===== config.mk =====
export PLATFORM = sky130hd
export DESIGN_NAME = tom_pit
export DESIGN_NICKNAME = d
export VERILOG_FILES = /design/src/rtl/tom_pit.sv
export SDC_FILE = /design/constraint.sdc
export NUM_CORES = 1
export LEC_CHECK = 0
export CAP_MARGIN = 15
export CORE_MARGIN = 2
export CORE_UTILIZATION = 58
export CTS_CLUSTER_DIAMETER = 120
export DETAILED_ROUTE_END_ITERATION = 6
export GPL_ROUTABILITY_DRIVEN = 1
export PLACE_DENSITY = 0.94
export SLEW_MARGIN = 20
export SYNTH_ARGS = -nofsm -noshare
export SYNTH_HDL_FRONTEND = slang
export SYNTH_SLANG_ARGS = --single-unit

===== constraint.sdc =====
create_clock -name sys_clk -period 6.3 [get_ports sys_clk]
set_clock_uncertainty 0.1 [all_clocks]
set_input_delay 0.945 -clock sys_clk [delete_from_list [all_inputs] [get_ports sys_clk]]
set_output_delay 0.945 -clock sys_clk [all_outputs]
set_load 0.05 [all_outputs]

===== src/rtl/tom_pit.sv =====
// Programmable interval timer: prescaler chained into a divider, both
// down-counting with auto reload, driving a one-cycle tick and a sticky irq.
module tom_pit #(
  parameter int unsigned WIDTH = 16
) (
  input  logic             sys_clk,
  input  logic             reset,
  input  logic [WIDTH-1:0] din,
  input  logic             pre_wr,
  input  logic             div_wr,
  input  logic             en,
  input  logic             ack,
  output logic [WIDTH-1:0] pre_q,
  output logic [WIDTH-1:0] div_q,
  output logic             tick,
  output logic             irq
);

  logic [WIDTH-1:0] pre_rld_q, pre_rld_d;
  logic [WIDTH-1:0] pre_cnt_q, pre_cnt_d;
  logic [WIDTH-1:0] div_rld_q, div_rld_d;
  logic [WIDTH-1:0] div_cnt_q, div_cnt_d;
  logic             tick_q, tick_d;
  logic             irq_q, irq_d;
  logic             pre_wrap;
  logic             div_wrap;

  // Next-state: a write to a counter always beats its own terminal-count reload.
  always_comb begin
    pre_rld_d = pre_rld_q;
    pre_cnt_d = pre_cnt_q;
    div_rld_d = div_rld_q;
    div_cnt_d = div_cnt_q;
    irq_d     = irq_q;
    pre_wrap  = 1'b0;
    div_wrap  = 1'b0;

    if (pre_wr) begin
      pre_rld_d = din;
      pre_cnt_d = din;
    end else if (en) begin
      if (pre_cnt_q == '0) begin
        pre_cnt_d = pre_rld_q;
        pre_wrap  = 1'b1;
      end else begin
        pre_cnt_d = pre_cnt_q - WIDTH'(1);
      end
    end

    if (div_wr) begin
      div_rld_d = din;
      div_cnt_d = din;
    end else if (pre_wrap) begin
      if (div_cnt_q == '0) begin
        div_cnt_d = div_rld_q;
        div_wrap  = 1'b1;
      end else begin
        div_cnt_d = div_cnt_q - WIDTH'(1);
      end
    end

    tick_d = div_wrap;

    // A wrap in the same cycle as ack keeps the interrupt pending.
    if (div_wrap) begin
      irq_d = 1'b1;
    end else if (ack) begin
      irq_d = 1'b0;
    end
  end

  always_ff @(posedge sys_clk) begin
    if (reset) begin
      pre_rld_q <= '0;
      pre_cnt_q <= '0;
      div_rld_q <= '0;
      div_cnt_q <= '0;
      tick_q    <= 1'b0;
      irq_q     <= 1'b0;
    end else begin
      pre_rld_q <= pre_rld_d;
      pre_cnt_q <= pre_cnt_d;
      div_rld_q <= div_rld_d;
      div_cnt_q <= div_cnt_d;
      tick_q    <= tick_d;
      irq_q     <= irq_d;
    end
  end

  assign pre_q = pre_cnt_q;
  assign div_q = div_cnt_q;
  assign tick  = tick_q;
  assign irq   = irq_q;

endmodule

==> results of run 1 <==
-- cells in the final DEF (no fill, tap or decap), types with 6 or more instances in the layout --
cell	synthesis	final
a221oi_1	16	16
dfxtp_1	66	66
o211ai_1	9	9
a21oi_1	34	34
o21ai_0	22	22
nand3_1	10	10
clkdlybuf4s50_1	0	53
nand2b_1	7	7
mux2i_1	22	22
inv_1	23	23
nand2_1	28	28
nor2_1	45	45
nor3_1	13	13
o31a_1	6	6
clkbuf_8	0	10
nor4_1	7	7
a211oi_1	7	7
-- path summary, 6_finish.rpt --
check | from | endpoint
worst min register to register | div_rld_q[9] | div_rld_q[9]
worst min-delay path | div_rld_q[9] | div_rld_q[9]
worst max register to register | div_q[0] | div_q[14]
worst max-delay path | en | div_q[6]
-- routing by layer --
metal	vias to the layer above	global-route usage, %
li1	1700	-
met1	1751	39.99
met2	207	46.33
met3	31	4.672
met4	0	14.75
met5	-	0
-- area by class of cell --
type,count,area [um2]
sequential,66,1321
inverter,23,86.33
clock buffer,14,152.6
multi-input combinational,314,2100
clock inverter,2,12.51
fill,457,1662
timing repair buffer,58,563.0
tap,75,93.84
-- power breakdown --
part / internal (uW) / switching, uW
Sequential: 444 / 34.3
Clock: 154 / 158
Combinational: 104 / 172
Total: 701 / 365
-- registers in the layout (all words and copies together), names as in the netlist --
name and flops:
tick 1, irq 1, pre_q 16, div_rld_q 16, pre_rld_q 16, div_q 16
-- worst max-delay path, cell delays in order --
cell	delay (ps)
clkdlybuf4s50_1	960
nand2b_1	250
nor2_1	570
o21ai_0	210
a221oi_1	280
-- metrics by stage --
| stage | power (uW) | hold slack [ps] |
|---|---|---|
| 4_1_cts | 1062 | 377.4 |
| 5_1_grt | 1109 | 388.9 |
| 3_3_place_gp | 748.4 | 335.1 |
| 6_report | 1066 | 376.6 |
| 2_1_floorplan | 673.2 | 345.3 |
| 3_5_place_dp | 755.0 | 364.2 |
-- logic make-up after synthesis --
group                    Yosys count
AO/OA/AOI/OAI                    136
flip-flops                        66
XOR/XNOR                           4
adder cells (fa/ha/maj)            4
AND/OR/NAND/NOR                  146
buffers and inverters             54
multiplexers                      24
==> metrics, run 1 <==
crit share post-route=around 49%; layout cells sized above 1=about 7.8%; CP max FO=21; Reg clk slew, reported paths=70 ps; dpl ws=2938 ps; Max Cap Viol=0; CP Class=primary input to flop; worst skew pair latency=around 350 ps; largest family of logic cells by synthesized area=compound AO/OA/AOI/OAI gates; mapped cell area=about 3600 um2; R2R depth=7; Avg WL per Cell=about 18 um; sequential-to-total area share from yosys stat=between 30% and 40%; leakage power=around 0.0016 uW; Async SR Flop Fraction=0%; worst-margin pin slew=between 900 and 1000 ps; Synthesized Nets=460; drt total wl=around 10000 um; Met1 Wirelength=about 4300 um; Syn. warnings=0; Avg Synthesized Cell Area=8.366 um2; Worst Path Required=roughly 6500 ps; initial antenna violation count=0; ANT nets after route=0; minimum clock period=3070 ps; status=finished clean; WHS Path Cells=2; mux contribution to synthesized area=under 10%; Placement Rows=28; setup violators final=0; placed insts=roughly 540; Iter 0 DRT Violations=approximately 440; Layout area overhead=19.23%; GRT Residual Overflow=0; final RePlAce weighted congestion=approximately 0.91; dominant cells by area after synthesis=dfxtp_1, mux2i_1, a21oi_1, nor2_1, a221oi_1; Worst Path Arrival=around 3200 ps; Die W=slightly above 80 um; Post-synth EDFFs=0; R2R setup slack=3320 ps; vias in the first global route=between 3000 and 4000; PortBufs=55; Die ar.=between 6000 and 7000 um2; cell taking the most area after synthesis=dfxtp_1; synth cell count leaders=dfxtp_1, nor2_1, a21oi_1; met2 WL=between 4000 and 5000 um; via count=~3700; met3 WL=a little under 800 um; Slew Limit Fails=0; first-pass GRT wire length=16860 um; Finished Cell Area=4329 um2; final non-filler cell total=552; ant diodes=0; final hold violations=0; post-synthesis compound-gate area fraction=roughly a quarter; largest net degree at the start of global routing=48; critical path launch point type=primary input; CTS root buffer=clkbuf_8; register bit total from synthesis=66; main flop type after synthesis=dfxtp_1; Initial Util=around 61%; CTS tree=built; highest clock rate=about 330 MHz; Core ar.=around 6000 um2; Vias/cell=6.683; hpwl dp=a little under 7000 um; Top Layer Used=met4; DRC=0; CTS H-tree depth=3; top cell type's share of synthesized area=between 30 and 40%; HP Class=flop to flop; placed inst area=roughly 4200 um2; Synth Instances=434; Max-Slew Margin vs Limit=between 30 and 40%; total track usage=between 20% and 30%; Clock Sinks=66; Synth Area in XOR/XNOR=less than 1%; Netlist cell types=64; cts repair resizes=0; fin nets=between 400 and 500; Top Ports=between 50 and 60; Final Util=72.26%; CP endpoint kind=flop; iteration count of the initial detailed-routing pass=6; Hold-fix buffers, CTS=0; clock buffer depth=2; Post-Synth Simple-Gate Area=between 20% and 30%; area share of fa/ha/maj cells after synthesis=under 10%; RSZ-0062 raised after global routing=false; worst vdd ir=0.1680 mV; final worst slack=between 3000 and 4000 ps; post-CTS setup buffers=0; die height=roughly 83 um; cts bufs inserted=9; count leader, synth=dfxtp_1; P per Cell Area=about 250 nW/um2; Setup TNS=0 ps
No activity file was read; power rests on OpenSTA's default activity.
==> run 2, diff against run 1 <==
- CORE_UTILIZATION: 58 -> 49
- PLACE_DENSITY: 0.94 -> 0.86
- clock period: 6.3 -> 2.5 ns (I/O delays scaled with it)
==> run 2 against run 1 <==
Largest power group unchanged. Critical path depth grew 1. Wire length rose by 11%. Sequential power up 150%. Setup slack worse by 3100 ps.
==> metrics, run 2 (same netlist as run 1, synthesis figures left out) <==
final worst slack=104.1 ps (-3126 ps); setup violators final=0 (unchanged); CTS root buffer=clkbuf_8; highest clock rate=~420 MHz; P per Cell Area=661.9 nW/um2 (+170%); Critical Path Sink=div_q[3]; initial antenna violation count=0 (unchanged); Top Ports=56 (unchanged); Core ar.=7214 um2 (+20%); GRT Residual Overflow=0 (unchanged); DRC=0 (unchanged); Layout area overhead=27.19%; Hold-fix buffers, CTS=0 (unchanged); FF-to-FF End=div_q[3]; CP Launch Point=pre_q[6]; worst-margin pin slew=639.3 ps (-299.0 ps); drt total wl=11240 um (+11%); CP Class=flop to flop; first-pass GRT wire length=18020 um (+6.9%); Vias/cell=6.300 (-5.7%); Crit path depth=6 (+1); worst skew pair latency=350 ps (about the same); CP top delay family=simple AND/OR/NAND/NOR gates; total track usage=27.07% (-2.6 points); Iter 0 DRT Violations=334 (-24%); Max-Slew Margin vs Limit=57.15% (+20 points); worst vdd ir=0.3594 mV (+110%); PortBufs=55 (unchanged); fin nets=522 (+4.8%); Avg WL per Cell=18.73 um (+2.5%); layout cells sized above 1=13.17% (+5.4 points); most used cell, CP=nor3_2; CP max FO=9 (-57%); Setup TNS=0 ps (unchanged); most common cell after layout, fill and taps aside=dfxtp_1; status=finished clean; Crit-path slowest cell=nor3_2; Initial Util=50.33% (-10 points); leakage power=0.001754 uW (+9.8%); ant diodes=0 (unchanged); CP endpoint kind=flop; R2R depth=6 (-1); met3 WL=837 um (+5.8%); Clock Sinks=66 (unchanged); most frequent cells in the layout=dfxtp_1, clkdlybuf4s50_1, nor2_1; Sequential Area=1321 um2 (unchanged); crit share post-route=between 90% and 100%; hpwl dp=7453 um (+9.5%); dpl ws=89.89 ps (-2848 ps); largest net degree at the start of global routing=47 (-2.1%); HP Class=primary input to flop; iteration count of the initial detailed-routing pass=6 (unchanged); fillcell total=603 (+32%); cts bufs inserted=9 (unchanged); worst r2r src=pre_q[6]; worst-path cell chain=nor3_2, nand2_1, nor3_2, buf_4, o211ai_1, a221oi_1; Top Layer Used=met4; die height=90.08 um (+8.4%); met2 WL=5208 um (+11%); via count=3780 (+2.5%); WHS=373.5 ps (-3.119 ps); Worst Path Required=2650 ps (-3800 ps); Placement Rows=31 (+11%); Die W=90.08 um (+8.4%); Max Cap Viol=0 (unchanged); final hold violations=0 (unchanged); clock buffer depth=2 (unchanged); final RePlAce weighted congestion=0.9387 (+3.1%); minimum clock period=about 2400 ps; Worst Path Arrival=2540 ps (-680 ps); CTS tree=built; final non-filler cell total=600 (+8.7%); ANT nets after route=0 (unchanged); placed insts=581 (+8.4%); R2R setup slack=100 ps (-3220 ps); Die ar.=8114 um2 (+17%); RSZ-0062 raised after global routing=false; critical path launch point type=flop; CTS H-tree depth=3 (unchanged); Met1 Wirelength=4700 um (+10%); multi-input logic area=2103 um2 (+0.18%); worst path bufs/invs=1 (unchanged); Crit path largest cell delay=570 ps (-390 ps); Reg clk slew, reported paths=80 ps (about the same); vias in the first global route=3560 (+4.2%); Slew Limit Fails=0 (unchanged)
==> run 2: cell count changes in the layout (fill, tap and decap cells not counted), sizes merged <==
cell	before	now
clkinv	1	2
bufinv	0	3
clkbuf	14	9
buf	5	29
inv	23	24
==> run 2: power by group <==
group / switching (uW) / internal [uW] / total, uW
registers: 76.5 / 1120 / 1190
clock network: 436 / 662 / 1100
logic: 466 / 298 / 765
==> run 2: worst min-delay path by stage <==
stage / startpoint / endpoint / slack (ps) / cells past startpoint
global placement: irq / irq / 340 / 1
finish: reset / div_rld_q[3] / 370 / 2
floorplan: div_rld_q[6] / div_rld_q[6] / 350 / 2
global route: reset / div_rld_q[3] / 390 / 2
CTS: reset / div_rld_q[15] / 370 / 2
detailed placement: div_rld_q[13] / div_rld_q[13] / 360 / 2
==> run 2: layout make-up <==
type                       instances  share of cell area [%]
multi-input combinational        314                   45.54
sequential                        66                   28.61
timing repair buffer              82                   16.09
clock buffer                       9                   2.682
tap                               99                   2.682
clock inverter                     7                   2.520
inverter                          23                   1.869
==> run 2: stage by stage <==
step                cell area [um2]  power, uW  utilization (%)
floorplan                      3631       1697                -
global placement               4352       1931            60.32
detailed placement             4352       1945            60.32
CTS                            4592       3036            63.65
global route                   4618       3179            64.01
finish                         4618       3057            64.01
==> run 2: repair_timing <==
action	4_1_cts	5_1_grt
resized for setup	0	1
setup buffers	0	3
hold endpoints to repair	0	0
setup endpoints to repair	0	3
==> run 2: metal layers <==
layer	vias up	track usage (%)
met4	0	15.90
li1	1740	-
met5	-	0
met1	1797	35.54
met3	44	4.275
met2	199	42.11
